## config.mk

```make
export PLATFORM = sky130hd
export DESIGN_NAME = uart_rx_fifo_ctl
export DESIGN_NICKNAME = d
export VERILOG_FILES = /design/src/rtl/uart_rx_fifo_ctl_pkg.sv /design/src/rtl/uart_rx_fifo_ctl_sync_fifo.sv /design/src/rtl/uart_rx_fifo_ctl.sv
export SDC_FILE = /design/constraint.sdc
export NUM_CORES = 1
export LEC_CHECK = 0
export ABC_CLOCK_PERIOD_IN_PS = 3600
export CAP_MARGIN = 25
export CORE_MARGIN = 3
export CORE_UTILIZATION = 60
export CTS_CLUSTER_DIAMETER = 60
export CTS_CLUSTER_SIZE = 40
export DETAILED_ROUTE_END_ITERATION = 7
export MAX_ROUTING_LAYER = met4
export PLACE_DENSITY_LB_ADDON = 0.1
export SKIP_CTS_REPAIR_TIMING = 1
export SYNTH_ARGS = -nofsm -noshare
export SYNTH_HDL_FRONTEND = slang
export SYNTH_SLANG_ARGS = --single-unit
```

## constraint.sdc

```tcl
create_clock -name clk -period 3.6 [get_ports clk]
set_input_delay 0.9 -clock clk [delete_from_list [all_inputs] [get_ports clk]]
set_output_delay 0.9 -clock clk [all_outputs]
set_load 0.05 [all_outputs]
```

## src/rtl/uart_rx_fifo_ctl_pkg.sv

```systemverilog
// Shared constants for the UART receive controller.
// Parity modes and receive FSM state encodings.
package uart_rx_fifo_ctl_pkg;

  localparam int PARITY_NONE = 0;
  localparam int PARITY_EVEN = 1;
  localparam int PARITY_ODD  = 2;

  typedef enum logic [2:0] {
    ST_IDLE  = 3'd0,
    ST_START = 3'd1,
    ST_DATA  = 3'd2,
    ST_PAR   = 3'd3,
    ST_STOP  = 3'd4
  } rx_state_e;

endpackage

```

## src/rtl/uart_rx_fifo_ctl_sync_fifo.sv

```systemverilog
// Show-ahead synchronous FIFO.
// A pop and a push in one cycle both happen, even when full.
module sync_fifo #(
  parameter int WIDTH = 8,
  parameter int DEPTH = 16
) (
  input  logic                     clk,
  input  logic                     rst,
  input  logic                     wr,
  input  logic [WIDTH-1:0]         din,
  input  logic                     rd,
  output logic [WIDTH-1:0]         dout,
  output logic                     empty,
  output logic                     full,
  output logic [$clog2(DEPTH):0]   count
);

  localparam int AW = $clog2(DEPTH);
  localparam logic [AW:0] CNT_FULL = (AW+1)'(DEPTH);

  logic [WIDTH-1:0] mem_q [DEPTH];
  logic [AW-1:0]    wptr_q, wptr_d;
  logic [AW-1:0]    rptr_q, rptr_d;
  logic [AW:0]      cnt_q, cnt_d;
  logic             rd_en, wr_en;

  assign empty = (cnt_q == '0);
  assign full  = (cnt_q == CNT_FULL);
  assign count = cnt_q;
  assign dout  = empty ? '0 : mem_q[rptr_q];

  assign rd_en = rd & ~empty;
  assign wr_en = wr & (~full | rd_en);

  always_comb begin
    wptr_d = wptr_q;
    rptr_d = rptr_q;
    cnt_d  = cnt_q;
    if (wr_en) wptr_d = wptr_q + 1'b1;
    if (rd_en) rptr_d = rptr_q + 1'b1;
    unique case ({wr_en, rd_en})
      2'b10:   cnt_d = cnt_q + 1'b1;
      2'b01:   cnt_d = cnt_q - 1'b1;
      default: cnt_d = cnt_q;
    endcase
  end

  always_ff @(posedge clk) begin
    if (rst) begin
      wptr_q <= '0;
      rptr_q <= '0;
      cnt_q  <= '0;
    end else begin
      wptr_q <= wptr_d;
      rptr_q <= rptr_d;
      cnt_q  <= cnt_d;
    end
  end

  always_ff @(posedge clk) begin
    if (wr_en) mem_q[wptr_q] <= din;
  end

endmodule

```

## src/rtl/uart_rx_fifo_ctl.sv

```systemverilog
// Oversampling UART receiver with parity/frame checks,
// sticky error flags and a show-ahead receive FIFO.
module uart_rx_fifo_ctl
  import uart_rx_fifo_ctl_pkg::*;
#(
  parameter int DATA_W     = 8,
  parameter int FIFO_DEPTH = 16,
  parameter int PARITY     = 0,
  parameter int OVS        = 16
) (
  input  logic                          clk,
  input  logic                          rst,
  input  logic                          bclk,
  input  logic                          rx,
  input  logic                          rd,
  output logic [DATA_W-1:0]             dout,
  output logic                          empty,
  output logic                          full,
  output logic [$clog2(FIFO_DEPTH):0]   count,
  output logic                          busy,
  output logic                          frame_err,
  output logic                          parity_err,
  output logic                          overrun,
  input  logic                          err_clr
);

  localparam int TW = $clog2(OVS);
  localparam int BW = $clog2(DATA_W);
  localparam logic [TW-1:0] T_HALF = TW'(OVS/2 - 1);
  localparam logic [TW-1:0] T_LAST = TW'(OVS - 1);
  localparam logic [BW-1:0] B_LAST = BW'(DATA_W - 1);
  localparam bit P_ODD = (PARITY == PARITY_ODD);
  localparam bit P_ON  = (PARITY != PARITY_NONE);

  logic              rx_m_q, rx_s_q;
  rx_state_e         state_q, state_d;
  logic [TW-1:0]     tcnt_q, tcnt_d;
  logic [BW-1:0]     bcnt_q, bcnt_d;
  logic [DATA_W-1:0] shreg_q, shreg_d;
  logic              pflag_q, pflag_d;
  logic              fe_q, fe_d;
  logic              pe_q, pe_d;
  logic              ov_q, ov_d;
  logic              par_exp;
  logic              stop_smp;
  logic              push;
  logic              set_fe, set_pe, set_ov;

  always_ff @(posedge clk) begin
    if (rst) begin
      rx_m_q <= 1'b1;
      rx_s_q <= 1'b1;
    end else begin
      rx_m_q <= rx;
      rx_s_q <= rx_m_q;
    end
  end

  always_ff @(posedge clk) begin
    if (rst) begin
      state_q <= ST_IDLE;
      tcnt_q  <= '0;
      bcnt_q  <= '0;
      shreg_q <= '0;
      pflag_q <= 1'b0;
    end else begin
      state_q <= state_d;
      tcnt_q  <= tcnt_d;
      bcnt_q  <= bcnt_d;
      shreg_q <= shreg_d;
      pflag_q <= pflag_d;
    end
  end

  assign par_exp = (^shreg_q) ^ P_ODD;

  always_comb begin
    state_d = state_q;
    tcnt_d  = tcnt_q;
    bcnt_d  = bcnt_q;
    shreg_d = shreg_q;
    pflag_d = pflag_q;
    if (bclk) begin
      case (state_q)
        ST_IDLE: begin
          if (!rx_s_q) begin
            state_d = ST_START;
            tcnt_d  = TW'(1);
            pflag_d = 1'b0;
          end
        end
        ST_START: begin
          if (tcnt_q == T_HALF) begin
            // A high line at mid start bit is a glitch
            if (rx_s_q) begin
              state_d = ST_IDLE;
            end else begin
              state_d = ST_DATA;
              tcnt_d  = '0;
              bcnt_d  = '0;
            end
          end else begin
            tcnt_d = tcnt_q + 1'b1;
          end
        end
        ST_DATA: begin
          if (tcnt_q == T_LAST) begin
            tcnt_d  = '0;
            shreg_d = {rx_s_q, shreg_q[DATA_W-1:1]};
            if (bcnt_q == B_LAST) begin
              state_d = P_ON ? ST_PAR : ST_STOP;
            end else begin
              bcnt_d = bcnt_q + 1'b1;
            end
          end else begin
            tcnt_d = tcnt_q + 1'b1;
          end
        end
        ST_PAR: begin
          if (tcnt_q == T_LAST) begin
            tcnt_d  = '0;
            pflag_d = (rx_s_q != par_exp);
            state_d = ST_STOP;
          end else begin
            tcnt_d = tcnt_q + 1'b1;
          end
        end
        ST_STOP: begin
          if (tcnt_q == T_LAST) begin
            tcnt_d  = '0;
            state_d = ST_IDLE;
          end else begin
            tcnt_d = tcnt_q + 1'b1;
          end
        end
        default: state_d = ST_IDLE;
      endcase
    end
  end

  always_comb begin
    busy     = (state_q != ST_IDLE);
    stop_smp = (state_q == ST_STOP) & bclk
             & (tcnt_q == T_LAST);
  end

  assign set_fe = stop_smp & ~rx_s_q;
  assign set_pe = stop_smp & rx_s_q & pflag_q;
  assign push   = stop_smp & rx_s_q & ~pflag_q;
  // A same-cycle pop frees a slot, so no overrun then
  assign set_ov = push & full & ~rd;

  assign fe_d = set_fe | (fe_q & ~err_clr);
  assign pe_d = set_pe | (pe_q & ~err_clr);
  assign ov_d = set_ov | (ov_q & ~err_clr);

  always_ff @(posedge clk) begin
    if (rst) begin
      fe_q <= 1'b0;
      pe_q <= 1'b0;
      ov_q <= 1'b0;
    end else begin
      fe_q <= fe_d;
      pe_q <= pe_d;
      ov_q <= ov_d;
    end
  end

  assign frame_err  = fe_q;
  assign parity_err = pe_q;
  assign overrun    = ov_q;

  sync_fifo #(
    .WIDTH (DATA_W),
    .DEPTH (FIFO_DEPTH)
  ) u_fifo (
    .clk   (clk),
    .rst   (rst),
    .wr    (push),
    .din   (shreg_q),
    .rd    (rd),
    .dout  (dout),
    .empty (empty),
    .full  (full),
    .count (count)
  );

endmodule

```

# [Word-level counts from Yosys, hierarchy flattened]
# Memory sizes are Yosys's and may differ from the RTL's. A register that Yosys moved wholly into a read port is not among the register bits.
# Index checks and enable logic that the tools add are counted.
[word_totals] regBits=37 latch_bits=0 mem_bits_rw=128 romBits=0 inputBits=6 out_inout_bits=19 n_memories=1
[memory_table] name="u_fifo.mem_q" depth=16 width=8 rd=1 rd_ports_with_merged_regs=1 write_ports=1 line="uart_rx_fifo_ctl_sync_fifo.sv:21" source="logic [WIDTH-1:0] mem_q [DEPTH];"
[op_classes] add_sub_neg=6 n_mul=0 n_div=0 n_lt_le_gt_ge=0 n_eq_ne=20 shifts=0 muxes=27 bitwise=23 n_reduce_logical=14
[ops] operator="two-way mux 3 bit" count=10
[ops] operator="two-way mux 4 bit" count=6
[ops] operator="inequality test 2 bit (second input constant)" count=8
[ops] operator="one-hot mux 3 bit (5 select lines)" count=1
[ops] operator="AND 1 bit" count=13
[ops] operator="adder 4 x 1 -> 4 bit (second input constant)" count=3
[ops] operator="one-hot mux 4 bit (3 select lines)" count=1
[ops] operator="one-hot mux 5 bit (2 select lines)" count=1
[ops] operator="two-way mux 8 bit" count=1
[ops] operator="AND reduction 4 bit" count=2
[ops] operator="XOR reduction 8 bit" count=1
[ops] operator="AND reduction 7 bit" count=1
[ops] operator="== test 3 x 2 -> 1 bit (second input constant)" count=2
[ops] operator="== test 3 bit (second input constant)" count=2
[ops] operator="NOT 1 bit" count=6
[ops] operator="one-hot mux 3 bit (2 select lines)" count=1
[ops] operator="AND reduction 6 bit" count=1
[ops] operator="nonzero test 2 bit" count=3
[ops] operator="nonzero test 3 bit" count=2
[ops] operator="adder 5 x 1 -> 5 bit (second input constant)" count=1
[ops] operator="== test 5 bit (second input constant)" count=1
[ops] operator="zero test 5 bit" count=1
[ops] operator="subtractor 5 x 1 -> 5 bit (second input constant)" count=1
[ops] operator="== test 4 x 3 -> 1 bit (second input constant)" count=1
[ops] operator="14 further kinds" count=20

# [Longest topological paths before layout]
# Gate-level depths: netlist (run 1).
[depth] depth_word=8 mapped_depth=11 ltp_nobuf=10

# [Hierarchy]
# Synthesis (run 1) repeated with hierarchy kept, for this count alone.
[hier_totals] hier_cells=476 hier_area_um2=7224.4
[by_module_without_submodules] mod="sync_fifo" n_inst=1 cells_per_inst=333 area_per_inst_um2=5969.5 seq_area_each_um2=4184.0
[by_module_without_submodules] mod="uart_rx_fifo_ctl" n_inst=1 cells_per_inst=143 area_per_inst_um2=1255.0 seq_area_each_um2=480.5

# [Least setup slack after synthesis (run 1)]
# No wires, ideal clock.
[synth_timing] path_type="reg-to-output" start="register u_fifo.cnt_q[1] (netlist: u_fifo.count[1])" end="output dout[0]" arrival_ns=2.633 required_ns=2.700 slack_ns=0.067 path_stages_with_launch=5 n_path_buf=1 cell_sequence="dfxtp_1 buf_6 or4_4 nor2_1 nor2b_1"
[synth_between] elab_chain_cells=2
[synth_lines] element="from (decl)" line="uart_rx_fifo_ctl_sync_fifo.sv:24" source="logic [AW:0] cnt_q, cnt_d;"
[synth_lines] element="from (signal assigned)" line="uart_rx_fifo_ctl_sync_fifo.sv:56" source="cnt_q <= cnt_d;"
[synth_lines] element="zero test 5 bit" line="uart_rx_fifo_ctl_sync_fifo.sv:27" source="assign empty = (cnt_q == '0);"
[synth_lines] element="via empty" line="uart_rx_fifo_ctl.sv:17" source="output logic empty,"
[synth_lines] element="two-way mux 8 bit" line="uart_rx_fifo_ctl_sync_fifo.sv:30" source="assign dout = empty ? '0 : mem_q[rptr_q];"
[synth_lines] element="to (decl)" line="uart_rx_fifo_ctl.sv:16" source="output logic [DATA_W-1:0] dout,"
# The timed path passes the listed nets, and every way through them passes these cells.

==> results of run 1 <==
-- registers in the layout, indices dropped and copies added (netlist names), 3 cells and up, named ones only --
name and cells:
u_fifo.mem_q 128, tcnt_q 4, bcnt_q 3, u_fifo.count 5, shreg_q 8, u_fifo.wptr_q 4, u_fifo.rptr_q 4, state_q 3
-- metrics by stage --
stage               instance area, sq um  cells  total power, uW  utilization [%]
finish                              8100    638             4530             72.5
global route                        8100    638             4680             72.5
CTS                                 8100    638             4560             72.5
detailed placement                  7510    606             2820             67.2
global placement                    7510    606             2810             67.2
floorplan                           7070    448             2650                -
-- cell families after synthesis --
| logic type | count (synthesis) | synth area share, % |
|---|---|---|
| buf+inv | 35 | 2.09 |
| compound gates | 44 | 4.21 |
| simple gates | 122 | 9.33 |
| xor+xnor | 15 | 1.86 |
| fa+ha+maj | 10 | 1.77 |
| mux | 53 | 14.7 |
| flops | 169 | 66.0 |
-- where the power goes --
group | internal (uW) | leakage [uW] | total [uW] | switching (uW)
Clock | 1050 | 0.000280 | 1760 | 706
Combinational | 255 | 0.000909 | 614 | 359
Sequential | 2100 | 0.00182 | 2160 | 60.7
-- path summary, 6_finish.rpt --
| check | from | endpoint | slack [ns] | cells past startpoint |
|---|---|---|---|---|
| worst min-delay path | rx_m_q$_SDFF_PP1_ | rx_s_q$_SDFF_PP1_ | 0.42 | 1 |
| worst max register to register | u_fifo.count[1]$_SDFFE_PP0P_ | u_fifo.count[4]$_SDFFE_PP0P_ | 0.71 | 9 |
| worst min register to register | rx_m_q$_SDFF_PP1_ | rx_s_q$_SDFF_PP1_ | 0.42 | 1 |
| worst max-delay path | flop | dout[5] | 0.10 | 5 |
-- final cells by class --
| cell class | instances | share of cell area (%) |
|---|---|---|
| repair buffers | 40 | 4.33 |
| multi-input cells | 244 | 28.1 |
| clock buffers | 22 | 6.13 |
| clock inverters | 10 | 1.10 |
| well taps | 140 | 2.16 |
| flip-flops and latches | 169 | 57.6 |
| inverters | 13 | 0.603 |
-- layout by cell type, fill, tap and decap left out, types with 3 or more instances in the layout --
cell             instances
a21oi_1                 14
and2_1                  10
and3_1                   3
buf_4                   24
clkbuf_16               19
clkdlybuf4s50_1         15
clkinv_2                 3
clkinvlp_4               3
dfxtp_1                 40
edfxtp_1               128
ha_1                    10
inv_1                   13
mux2i_1                 10
mux4_2                  40
nand2_1                 17
nand3_1                  5
nor2_1                  40
nor2b_1                  9
nor3_1                   7
nor3b_1                  3
nor4_1                   3
nor4_2                   3
o21ai_0                 10
or2_2                    3
or3_1                    3
xnor2_1                 10
xor2_1                   5
-- per-layer routing --
layer  global-route usage [%]  up-vias  wire length, um
met5                        -        -                0
met4                     11.6        0              480
met3                     5.39       31              591
met2                     35.0      106             6600
met1                     30.0     1967             5860
li1                         -     1794                -
==> results.py, run 1 <==
metrics = {
    "outcome": {
        "outcome": "completed",
    },
    "yosys": {
        "synthArstFlopShare_pct": 0,
        "syn_area_sq_um": 7070,
        "syn_avg_cell_area_sq_um": 15.8,
        "yosys.cell_types.count": 55,
        "synthTopCellsByCount": "128 x edfxtp_1, 41 x dfxtp_1, 40 x mux4_2, 40 x nor2_1, 17 x nand2_1",
        "syn_inst": 448,
        "synth-warning-count": 0,
        "yosys.area.top_type_share_pct": 54.4,
        "synthTopCellsByArea": "edfxtp_1 54%, mux4_2 13%, dfxtp_1 12%",
        "synth_edf_count": 128,
        "ys_seq_elements": 169,
        "yosysSeqAreaShare_pct": 66.0,
        "synth_ff_type": "edfxtp_1",
        "synth_most_common_cell": "edfxtp_1",
        "synthesis.nets": 464,
        "yosys.area.top_type": "edfxtp_1",
    },
    "placed_design": {
        "dpl.hpwl_um": 8660,
        "pre_cts_ws_ns": 0.136,
        "port-buffer-count": 24,
        "gp_congestion": 0.812,
    },
    "timing": {
        "setup_viol": 0,
        "setup_slack_ns": 0.103,
        "fmax_mhz": 286,
        "slew_headroom_pct": 47.0,
        "worst_slew_pin_slew_ns": 0.794,
        "grt_setup_unrepaired": "false",
        "skew_ns": 0.00981,
        "slew_viol_final": 0,
        "hold_viol": 0,
        "finalSetupTns_ns": 0,
        "timing.hold.ws_ns": 0.424,
        "fin_crit_ns": 3.50,
        "period_share_pct": 97.1,
    },
    "finish": {
        "diodes": 0,
        "syn2layout_area_growth_pct": 14.6,
        "drive_gt1_share_pct": 23.7,
        "fin_nets": 501,
        "num-fill-cells": 702,
        "regArea_sq_um": 4670,
        "multiInputGateArea_sq_um": 2270,
    },
    "critical_path": {
        "critPathKind": "flop to output port",
        "cp-start-kind": "flop",
        "worst_path_most_repeated_cell": "mux4_2",
        "cpPeakStageDelay_ns": 0.59,
        "slowest_stage": "mux4_2",
        "required_ns": 2.70,
        "crit_path_max_fanout": 27,
        "cp_cell_sequence": "buf_12, mux4_2, mux4_2, nor2b_1, buf_4",
        "critPathArrivalTime_ns": 2.60,
        "path_delay_family": "multiplexers",
        "cp-end-kind": "output port",
        "cp_num_buf_inv": 2,
    },
    "power_and_ir_drop": {
        "ir_drop_v": 0.000472,
        "p_per_area_nw_per_um2": 560,
        "p_leak_uw": 0.00301,
    },
    "detailed_routing": {
        "finalWirelength_um": 13500,
        "drt_iter0_drc": 244,
        "antenna_left": 0,
        "post_drt_wl_per_cell_um": 21.2,
        "routed_via_density": 6.11,
        "drc_errors": 0,
        "first_pass_iters": 5,
        "num_vias": 3898,
    },
    "clock_network": {
        "htree_levels": 4,
        "clk_latency_ns": 0.42,
        "clkTransAtPathRegs_ns": 0.06,
        "numCtsBuffers": 17,
        "clock-sinks": 169,
        "cts_root_buffer": "clkbuf_16",
        "ctsLongestPathBuffers": 2,
        "cts_tree": "yes",
    },
    "floorplanning": {
        "io_pins": 25,
        "coreArea_sq_um": 11200,
        "die_w_um": 115,
        "start_util_pct": 63.2,
        "die_h_um": 115,
        "rows": 38,
        "dieArea_sq_um": 13100,
    },
    "global_routing": {
        "grt_start_max_net_pins": 33,
        "track_usage_pct": 23.3,
        "grt_pass1_vias": 4024,
        "grt_pass1_wl_um": 21700,
        "antenna_found_initial": 0,
        "globalRouteOverflowTotal": 0,
    },
    "run": {
        "drv_cap": 0,
    },
    "hold_path": {
        "hp-class": "flop to flop",
    },
}
(Power assumes the default switching activity.)
==> run 2, diff against run 1 <==
CORE_UTILIZATION = 61   (was 60)
RECOVER_POWER = 50   (was default)
==> run 2 against run 1 <==
Effect of this change: clock skew decreased by 0.0013 ns; die area decreased by 1.5%; register-to-register slack improved by 0.06 ns; clock-buffer cell count decreased by 2; largest power group unchanged; highest routed layer unchanged.
==> results.py, run 2 (synthesis results as in run 1) <==
metrics = {
    "finish": {
        "regMostFlops": "u_fifo.mem_q",
        "largest_reg_flops": 128,
        "diodes": 0,
        "design_area_sq_um": 8040,
        "multiInputGateArea_sq_um": 2250,
        "fin_nets": 501,
        "regArea_sq_um": 4670,
        "mostFrequentLayoutCell": "edfxtp_1",
        "final_cell_mix": "128 x edfxtp_1, 41 x nor2_1, 40 x mux4_2, 40 x dfxtp_1, 21 x buf_4",
        "syn2layout_area_growth_pct": 13.7,
        "num-fill-cells": 687,
        "drive_gt1_share_pct": 22.9,
    },
    "detailed_routing": {
        "num_vias": 3964,
        "antenna_left": 0,
        "routed_via_density": 6.21,
        "first_pass_iters": 5,
        "drc_errors": 0,
        "post_drt_wl_per_cell_um": 22.1,
        "finalWirelength_um": 14100,
        "drt_iter0_drc": 336,
    },
    "hold_path": {
        "whs_endpoint": "rx_s_q$_SDFF_PP1_",
        "hold_depth": 1,
        "min-delay-start": "rx_m_q$_SDFF_PP1_",
        "hp-class": "flop to flop",
    },
    "timing": {
        "period_share_pct": 93.5,
        "setup_slack_ns": 0.236,
        "hold_viol": 0,
        "setup_viol": 0,
        "slew_viol_final": 0,
        "slew_headroom_pct": 45.5,
        "skew_ns": 0.00847,
        "grt_setup_unrepaired": "false",
        "worst_slew_pin_slew_ns": 0.814,
        "finalSetupTns_ns": 0,
        "fin_crit_ns": 3.36,
        "fmax_mhz": 297,
    },
    "power_and_ir_drop": {
        "p_int_uw": 3300,
        "clock_power_share_pct": 37.8,
        "power_frac_comb_pct": 13.9,
        "switching_share_pct": 25.8,
        "p_per_area_nw_per_um2": 554,
        "p_leak_uw": 0.00299,
        "ir_drop_v": 0.000392,
        "seq_power_share_pct": 48.3,
        "p_switching_uw": 1150,
    },
    "outcome": {
        "outcome": "completed",
    },
    "floorplanning": {
        "start_util_pct": 63.8,
        "io_pins": 25,
        "rows": 38,
        "die_w_um": 114,
        "dieArea_sq_um": 12900,
        "coreArea_sq_um": 11100,
        "die_h_um": 114,
    },
    "critical_path": {
        "worst_r2r_startpoint": "u_fifo.count[1]$_SDFFE_PP0P_",
        "reg2reg_to": "u_fifo.count[4]$_SDFFE_PP0P_",
        "crit_path_max_fanout": 32,
        "worst_path_most_repeated_cell": "mux4_2",
        "cpPeakStageDelay_ns": 0.59,
        "cp-start-kind": "flop",
        "cp-end-kind": "output port",
        "critPathKind": "flop to output port",
        "slowest_stage": "mux4_2",
        "rrSetupSlack_ns": 0.77,
        "required_ns": 2.70,
        "cp_cell_sequence": "buf_12, mux4_2, mux4_2, nor2b_1, buf_4",
        "r2r_cells": 9,
        "critPathArrivalTime_ns": 2.46,
    },
    "run": {
        "drv_cap": 0,
    },
    "global_routing": {
        "globalRouteOverflowTotal": 0,
        "grt_pass1_vias": 3934,
        "grt_pass1_wl_um": 22700,
        "track_usage_pct": 24.8,
        "grt_start_max_net_pins": 33,
        "antenna_found_initial": 0,
    },
    "placed_design": {
        "dpl.hpwl_um": 8810,
        "port-buffer-count": 24,
        "place_area_sq_um": 7500,
        "pre_cts_ws_ns": 0.153,
        "gp_congestion": 0.808,
    },
    "clock_network": {
        "numCtsBuffers": 17,
        "cts_tree": "yes",
        "clock-sinks": 169,
        "clk_latency_ns": 0.42,
        "clkTransAtPathRegs_ns": 0.07,
        "cts_root_buffer": "clkbuf_16",
        "htree_levels": 4,
        "ctsLongestPathBuffers": 2,
    },
}
[run 2: final cells by class]
class | instances | share of cell area [%]
Multi-Input combinational cell | 244 | 28.0
Sequential cell | 169 | 58.1
Clock inverter | 12 | 1.07
Timing Repair Buffer | 40 | 4.22
Clock buffer | 20 | 5.82
Tap cell | 140 | 2.18
Inverter | 13 | 0.607
[run 2: how the worst max path moves through the flow]
stage / startpoint / end / slack, ns / cells after the start
finish: flop / dout[2] / 0.24 / 5
global route: flop / dout[2] / 0.13 / 5
CTS: flop / dout[2] / 0.19 / 5
detailed placement: bclk / u_fifo.count[4]$_SDFFE_PP0P_ / 0.15 / 10
global placement: bclk / u_fifo.count[4]$_SDFFE_PP0P_ / 0.22 / 10
floorplan: u_fifo.count[1]$_SDFFE_PP0P_ / dout[0] / 0.07 / 4
[run 2: per-layer routing]
| metal | track usage (%) | vias to the layer above | share of wire [%] |
|---|---|---|---|
| met4 | 9.94 | 0 | 3.6 |
| met3 | 5.99 | 33 | 6.0 |
| met1 | 32.5 | 1986 | 41 |
| met5 | - | - | 0 |
| li1 | - | 1791 | - |
| met2 | 38.0 | 154 | 50 |
[run 2: power groups by stage]
stage                     clock network (uW)  logic, uW  registers [uW]
after global routing                    1780        675            2160
after CTS                               1710        630            2150
after floorplan                            0        419            2230
after global placement                     0        620            2190
final                                   1680        618            2150
after detailed placement                   0        628            2190
[run 2: per-stage QoR]
| stage | power, uW | utilization, % | std cells | hold slack, ns |
|---|---|---|---|---|
| after floorplan | 2650 | - | 448 | 0.389 |
| after global placement | 2810 | 67.7 | 606 | 0.397 |
| after detailed placement | 2820 | 67.7 | 606 | 0.415 |
| after CTS | 4480 | 72.7 | 638 | 0.427 |
| after global routing | 4610 | 72.5 | 638 | 0.440 |
| final | 4450 | 72.5 | 638 | 0.417 |
[run 2: critical path, delay by kind of cell, from the launching register on]
family,cells,cell delay (ns)
muxes,2,1.09
buffers and inverters,2,0.45
DFF,1,0.34
and+or+nand+nor,1,0.15
